`config.mk`:
```
export PLATFORM = sky130hd
export DESIGN_NAME = div_ctrl_flat
export DESIGN_NICKNAME = d
export VERILOG_FILES = /design/src/rtl/div_ctrl_if.sv /design/src/rtl/div_ctrl.sv /design/src/flat_wrapper.sv
export SDC_FILE = /design/constraint.sdc
export NUM_CORES = 1
export LEC_CHECK = 0
export BUFFER_PORTS_ARGS = -buffer_cell sky130_fd_sc_hd__buf_2
export CAP_MARGIN = 0
export CORE_MARGIN = 2
export CORE_UTILIZATION = 54
export DETAILED_ROUTE_END_ITERATION = 12
export PLACE_DENSITY = 0.82
export SETUP_SLACK_MARGIN = 0.5
export SLEW_MARGIN = 10
export SYNTH_ARGS = -nofsm -noshare
export SYNTH_HDL_FRONTEND = slang
export SYNTH_SLANG_ARGS = --single-unit
```
`constraint.sdc`:
```
create_clock -name clk -period 4.11 [get_ports clk]
set_input_delay 0.822 -clock clk [delete_from_list [all_inputs] [get_ports clk]]
set_output_delay 0.822 -clock clk [all_outputs]
set_load 0.005 [all_outputs]
```
`src/rtl/div_ctrl_if.sv`:
```
// Request/response bundle between the E stage and the iterative divider.
// The E stage drives the request side (master); div_ctrl answers (slave).
interface div_ctrl_if #(parameter int WIDTH = 32);
  logic               start;
  logic               signed_div;
  logic [WIDTH-1:0]   opdata1;
  logic [WIDTH-1:0]   opdata2;
  logic               flush;
  logic               ack;
  logic               div_stall;
  logic               ready;
  logic [2*WIDTH-1:0] result;

  modport master (
    output start, signed_div, opdata1, opdata2, flush, ack,
    input  div_stall, ready, result
  );

  modport slave (
    input  start, signed_div, opdata1, opdata2, flush, ack,
    output div_stall, ready, result
  );
endinterface

```
`src/rtl/div_ctrl.sv`:
```
// Execute-stage iterative divider controller: one restoring radix-2 step per
// cycle on operand magnitudes, with sign fix-up on the last step. The result
// is held as {remainder, quotient} until the pipeline acknowledges it.
// Optional feature macro: DIV_EARLY_OUT_EN. When it is defined, a dividend
// whose magnitude is below the divisor's completes in one cycle.
module div_ctrl #(
  parameter int WIDTH = 32
) (
  input logic       clk,
  input logic       rst,
  div_ctrl_if.slave bus
);
  localparam int            CW   = $clog2(WIDTH);
  localparam logic [CW-1:0] LAST = CW'(WIDTH - 1);

  typedef enum logic [1:0] {IDLE, DIVZERO, BUSY, DONE} state_t;

  state_t               state;
  logic [CW-1:0]        cnt;
  // {partial remainder, dividend/quotient}; quotient bits shift in at the LSB
  logic [2*WIDTH-1:0]   rem_dvd;
  logic [WIDTH-1:0]     dvsr;
  logic                 neg1, neg2;
  logic [2*WIDTH-1:0]   result_q;

  // Operand signs only matter for DIV; the most negative value negates to
  // itself and is then read as an unsigned magnitude.
  logic                 op1_neg, op2_neg;
  logic [WIDTH-1:0]     abs1, abs2;
  assign op1_neg = bus.signed_div & bus.opdata1[WIDTH-1];
  assign op2_neg = bus.signed_div & bus.opdata2[WIDTH-1];
  assign abs1    = op1_neg ? -bus.opdata1 : bus.opdata1;
  assign abs2    = op2_neg ? -bus.opdata2 : bus.opdata2;

  // One restoring step: shift left, trial-subtract from the upper WIDTH+1
  // bits, keep the difference only when it did not go negative.
  logic [2*WIDTH:0]     shifted;
  logic [WIDTH:0]       diff;
  logic [2*WIDTH-1:0]   step;
  logic [WIDTH-1:0]     quo, rmd, fix_q, fix_r;
  assign shifted = {rem_dvd, 1'b0};
  assign diff    = shifted[2*WIDTH:WIDTH] - {1'b0, dvsr};
  assign step    = diff[WIDTH] ? shifted[2*WIDTH-1:0]
                               : {diff[WIDTH-1:0], shifted[WIDTH-1:1], 1'b1};
  assign quo     = step[WIDTH-1:0];
  assign rmd     = step[2*WIDTH-1:WIDTH];
  assign fix_q   = (neg1 ^ neg2) ? -quo : quo;
  assign fix_r   = neg1 ? -rmd : rmd;

  // Stall is combinational so the hazard unit sees it in the start cycle.
  assign bus.div_stall = (state == IDLE & bus.start & ~bus.flush) |
                         (state == DIVZERO) | (state == BUSY);
  assign bus.ready     = (state == DONE);
  assign bus.result    = result_q;

  // Sequencing FSM and datapath registers; flush wins over everything and
  // never touches the held result.
  always_ff @(posedge clk or negedge rst) begin
    if (!rst) begin
      state    <= IDLE;
      cnt      <= '0;
      rem_dvd  <= '0;
      dvsr     <= '0;
      neg1     <= 1'b0;
      neg2     <= 1'b0;
      result_q <= '0;
    end else if (bus.flush) begin
      state <= IDLE;
    end else begin
      case (state)
        IDLE: if (bus.start) begin
          if (bus.opdata2 == '0) begin
            state   <= DIVZERO;
            rem_dvd <= {{WIDTH{1'b0}}, bus.opdata1};
          end
`ifdef DIV_EARLY_OUT_EN
          else if (abs1 < abs2) begin
            state    <= DONE;
            result_q <= {bus.opdata1, {WIDTH{1'b0}}};
          end
`endif
          else begin
            state   <= BUSY;
            rem_dvd <= {{WIDTH{1'b0}}, abs1};
            dvsr    <= abs2;
            neg1    <= op1_neg;
            neg2    <= op2_neg;
            cnt     <= '0;
          end
        end
        DIVZERO: begin
          state    <= DONE;
          result_q <= {rem_dvd[WIDTH-1:0], {WIDTH{1'b1}}};
        end
        BUSY: begin
          rem_dvd <= step;
          cnt     <= cnt + CW'(1);
          if (cnt == LAST) begin
            state    <= DONE;
            result_q <= {fix_r, fix_q};
          end
        end
        DONE: if (bus.ack) state <= IDLE;
        default: state <= IDLE;
      endcase
    end
  end
endmodule

```
`src/flat_wrapper.sv`:
```
// flat-port wrapper written by rule: the top's interface ports become plain ports
module div_ctrl_flat 
#(
  parameter int WIDTH = 32
)
  (clk, rst, bus_start, bus_signed_div, bus_opdata1, bus_opdata2, bus_flush, bus_ack, bus_div_stall, bus_ready, bus_result);
  div_ctrl_if #(.WIDTH(WIDTH)) bus_i ();
  input logic clk;
  input logic rst;
  input wire logic [$bits(bus_i.start)-1:0] bus_start;
  input wire logic [$bits(bus_i.signed_div)-1:0] bus_signed_div;
  input wire logic [$bits(bus_i.opdata1)-1:0] bus_opdata1;
  input wire logic [$bits(bus_i.opdata2)-1:0] bus_opdata2;
  input wire logic [$bits(bus_i.flush)-1:0] bus_flush;
  input wire logic [$bits(bus_i.ack)-1:0] bus_ack;
  output wire logic [$bits(bus_i.div_stall)-1:0] bus_div_stall;
  output wire logic [$bits(bus_i.ready)-1:0] bus_ready;
  output wire logic [$bits(bus_i.result)-1:0] bus_result;
  assign bus_i.start = bus_start;
  assign bus_i.signed_div = bus_signed_div;
  assign bus_i.opdata1 = bus_opdata1;
  assign bus_i.opdata2 = bus_opdata2;
  assign bus_i.flush = bus_flush;
  assign bus_i.ack = bus_ack;
  assign bus_div_stall = bus_i.div_stall;
  assign bus_ready = bus_i.ready;
  assign bus_result = bus_i.result;
  div_ctrl #(.WIDTH(WIDTH)) u_core (.clk(clk), .rst(rst), .bus(bus_i));
endmodule
```
==> impl_metrics.env <==
export IMPL_status="finished, final reports clean"
export IMPL_io_pins=136
export IMPL_vias_per_cell=6.46
export IMPL_ys_types=87
export IMPL_netlist_area_um2=12400
export IMPL_async_flop_share=1.00
export IMPL_hpwl_mm=27.0
export IMPL_grt_pass1_wl_mm=60.9
export IMPL_placed_area_um2=13700
export IMPL_avgSynthCellArea_um2=8.53
export IMPL_hold_viol=0
export IMPL_synth_warnings=0
export IMPL_rows=55
export IMPL_first_global_vias=11900
export IMPL_combPwrFrac=0.542
export IMPL_die_y_um=156
export IMPL_path_max_fanout=7
export IMPL_htreeDepth=4
export IMPL_cts_sinks=169
export IMPL_dieArea_um2=24200
export IMPL_cp_end_kind="flop"
export IMPL_fin_cells=1950
export IMPL_p_per_area_nw_per_um2=633
export IMPL_final_max_slew_viol_count=0
export IMPL_n_antenna_cell=0
export IMPL_cts_buffers=17
export IMPL_dp_cells=1861
export IMPL_grt_total_usage=0.316
export IMPL_drive_gt1_frac=0.277
export IMPL_max_stage_delay_ps=450
export IMPL_clk_insertion_delay_late_ps=450
export IMPL_clock_root_buffer="clkbuf_16"
export IMPL_hold_buffers=0
export IMPL_initial_utilization=0.549
export IMPL_layout_commonest_cell="dfrtp_1"
export IMPL_gp_congestion=0.956
export IMPL_avgRoutedWirePerCell_um=21.2
export IMPL_power_internal_mw=5.50
export IMPL_setup_violations=0
export IMPL_synth_fp_nets=1570
export IMPL_p_leak_nw=6.84
export IMPL_max_freq_mhz=243
export IMPL_antenna_found_initial=0
export IMPL_switching_power_mw=4.45
export IMPL_crit_required_ps=4420
export IMPL_drt_iter0_markers=1465
export IMPL_maxSlewHeadroom=0.192
export IMPL_dr_pass1_iters=7
export IMPL_layout_min_cycle_time_ps=4110
export IMPL_vias=12600
export IMPL_syn_inst=1457
export IMPL_n_fill_cell=1584
export IMPL_antenna_left=0
export IMPL_slowest_stage="or3b_4"
export IMPL_swShare=0.447
export IMPL_crit_arrival_ps=4420
export IMPL_synth_ff_type="dfrtp_1"
export IMPL_synth_edf_count=0
export IMPL_die_w_um=156
export IMPL_ctsLongestPathBuffers=2
export IMPL_drv_cap=0
export IMPL_gr_total_overflow=0
export IMPL_worstSetupPathType="flop to flop"
export IMPL_finalWirelength_mm=41.3
export IMPL_design_area_um2=15700
export IMPL_rsz0062_at_grt="true"
export IMPL_grt_max_degree=80
export IMPL_seqPwrFrac=0.287
export IMPL_worstMarginPinSlew_ps=1200
export IMPL_area_delta_synth_final_pct=26.3
export IMPL_layout_common_cells="dfrtp_1 (167), nand2_1 (150), buf_2 (134)"
export IMPL_core_area_um2=22600
export IMPL_clk_pin_slew_ps=70
export IMPL_ir_drop_uv=680
export IMPL_drcViolationCount=0
export IMPL_fin_crit_sh=1.00
export IMPL_port_buffers=135
export IMPL_critical_path_cell_chain="inv_2, ha_4, inv_2, fa_2, a211oi_4, o21ai_2, a21boi_2, o21ai_2, and4_4, nor3_4, inv_4, mux2i_2, ha_2, o21ai_4, or3b_4, o41ai_4, xor2_1, o22ai_1"
export IMPL_r2r_setup_slack_ps=0.02
export IMPL_ys_seq_area_frac=0.340
export IMPL_final_nets=1765
export IMPL_hp_class="input pin to async pin"
export IMPL_cts_tree="done"
export IMPL_fin_skew_ps=8.59
export IMPL_pwr_share_clk=0.171
export IMPL_cp_start_kind="flop"
export IMPL_ys_ff_latch=169
[cells in the mapped netlist (5+ instances only)]
library cell	instances	share of area
a211oi_1	6	0.0036
a21o_1	9	0.0054
a21oi_1	131	0.053
a22o_1	5	0.0035
a311oi_1	7	0.0049
a31oi_1	17	0.0086
and2_1	12	0.0060
and3_1	17	0.0086
buf_1	7	0.0021
buf_2	12	0.0048
buf_6	6	0.0054
clkbuf_1	55	0.017
dfrtp_1	169	0.34
ha_1	42	0.042
inv_1	64	0.019
mux2_2	9	0.0082
mux2i_1	67	0.054
nand2_1	155	0.047
nand2b_1	10	0.0050
nand3_1	18	0.0073
nand4_1	10	0.0050
nor2_1	110	0.033
nor3_1	19	0.0077
nor3b_1	5	0.0030
nor4_1	12	0.0060
o211ai_1	9	0.0054
o21a_1	8	0.0048
o21ai_0	123	0.050
o21ai_1	19	0.0077
o22a_1	33	0.023
o22ai_1	7	0.0035
o31a_1	6	0.0042
o31ai_1	20	0.012
o41ai_1	9	0.0063
o41ai_2	6	0.0079
or3_1	20	0.010
xnor2_1	75	0.053
xor2_1	62	0.044
[cells by family after synthesis]
kind of cell | Yosys count | synth area share
AO/OA/AOI/OAI | 465 | 0.244
XOR/XNOR | 137 | 0.0966
adder cells (fa/ha/maj) | 43 | 0.0439
buffers and inverters | 146 | 0.0492
flip-flops | 169 | 0.340
multiplexers | 76 | 0.0621
AND/OR/NAND/NOR | 421 | 0.163
[worst max-delay path: cells and delay by family (launching register included)]
| kind | cells | cell delay [ps] |
|---|---|---|
| mux | 1 | 240 |
| buf+inv | 3 | 260 |
| compound gates | 7 | 1200 |
| simple gates | 3 | 850 |
| flops | 1 | 430 |
| fa+ha+maj | 3 | 780 |
| xor+xnor | 1 | 210 |
[path summary, 6_finish.rpt]
path                                  startpoint                     to  cells after the start
min reg2reg                u_core.bus.result[37]  u_core.bus.result[37]                      2
min                                          rst     u_core.rem_dvd[59]                      1
max reg2reg                   u_core.rem_dvd[31]  u_core.bus.result[58]                     18
max in group asynchronous                    rst         u_core.dvsr[7]                      2
min in group clk           u_core.bus.result[37]  u_core.bus.result[37]                      2
max                           u_core.rem_dvd[31]  u_core.bus.result[58]                     18
[power groups by stage]
stage / sequential [mW] / clock (mW) / combinational [mW]
6_report: 2.86 / 1.70 / 5.39
5_1_grt: 2.91 / 1.75 / 5.81
4_1_cts: 2.82 / 1.69 / 4.74
3_5_place_dp: 2.84 / 0 / 4.40
3_3_place_gp: 2.83 / 0 / 4.26
2_1_floorplan: 2.67 / 0 / 3.10
[registers in the layout (all words and copies together) (netlist names)]
signal             cells
u_core.dvsr           32
u_core.rem_dvd        64
u_core.bus.result     64
u_core.neg2            1
u_core.cnt             5
u_core.neg1            1
u_core.state           2
[layer usage]
| layer | global-route usage | up-vias | wire, um |
|---|---|---|---|
| li1 | - | 5642 | - |
| met1 | 0.394 | 6055 | 15800 |
| met2 | 0.523 | 677 | 19700 |
| met3 | 0.0592 | 229 | 3190 |
| met4 | 0.166 | 0 | 2560 |
| met5 | 0 | - | 0 |
[repair_timing]
| item | CTS | global route |
|---|---|---|
| setup endpoints to repair | 54 | 69 |
| setup buffers | 24 | 32 |
| pin swaps | 25 | 39 |
| resized for setup | 75 | 119 |
| gates cloned | 0 | 1 |
[final cells by class]
| type | instances | area, um^2 | area share |
|---|---|---|---|
| repair buffers | 257 | 1740 | 0.111 |
| flip-flops and latches | 169 | 4230 | 0.270 |
| multi-input cells | 1142 | 8520 | 0.543 |
| well taps | 285 | 357 | 0.0227 |
| clock buffers | 19 | 443 | 0.0282 |
| inverters | 65 | 246 | 0.0157 |
| clock inverters | 13 | 156 | 0.00996 |
[per-stage QoR]
| stage | total power [mW] | hold slack (ps) | util | setup TNS, ps | setup WS, ps |
|---|---|---|---|---|---|
| 2_1_floorplan | 5.77 | 444 | - | 0 | 124 |
| 3_3_place_gp | 7.09 | 457 | 0.607 | 0 | 171 |
| 3_5_place_dp | 7.24 | 467 | 0.607 | -1.47 | -1.47 |
| 4_1_cts | 9.25 | 471 | 0.657 | 0 | 239 |
| 5_1_grt | 10.5 | 497 | 0.693 | -838 | -161 |
| 6_report | 9.94 | 434 | 0.693 | 0 | 0.0231 |
Note: power is estimated with default switching activity, not from simulation.
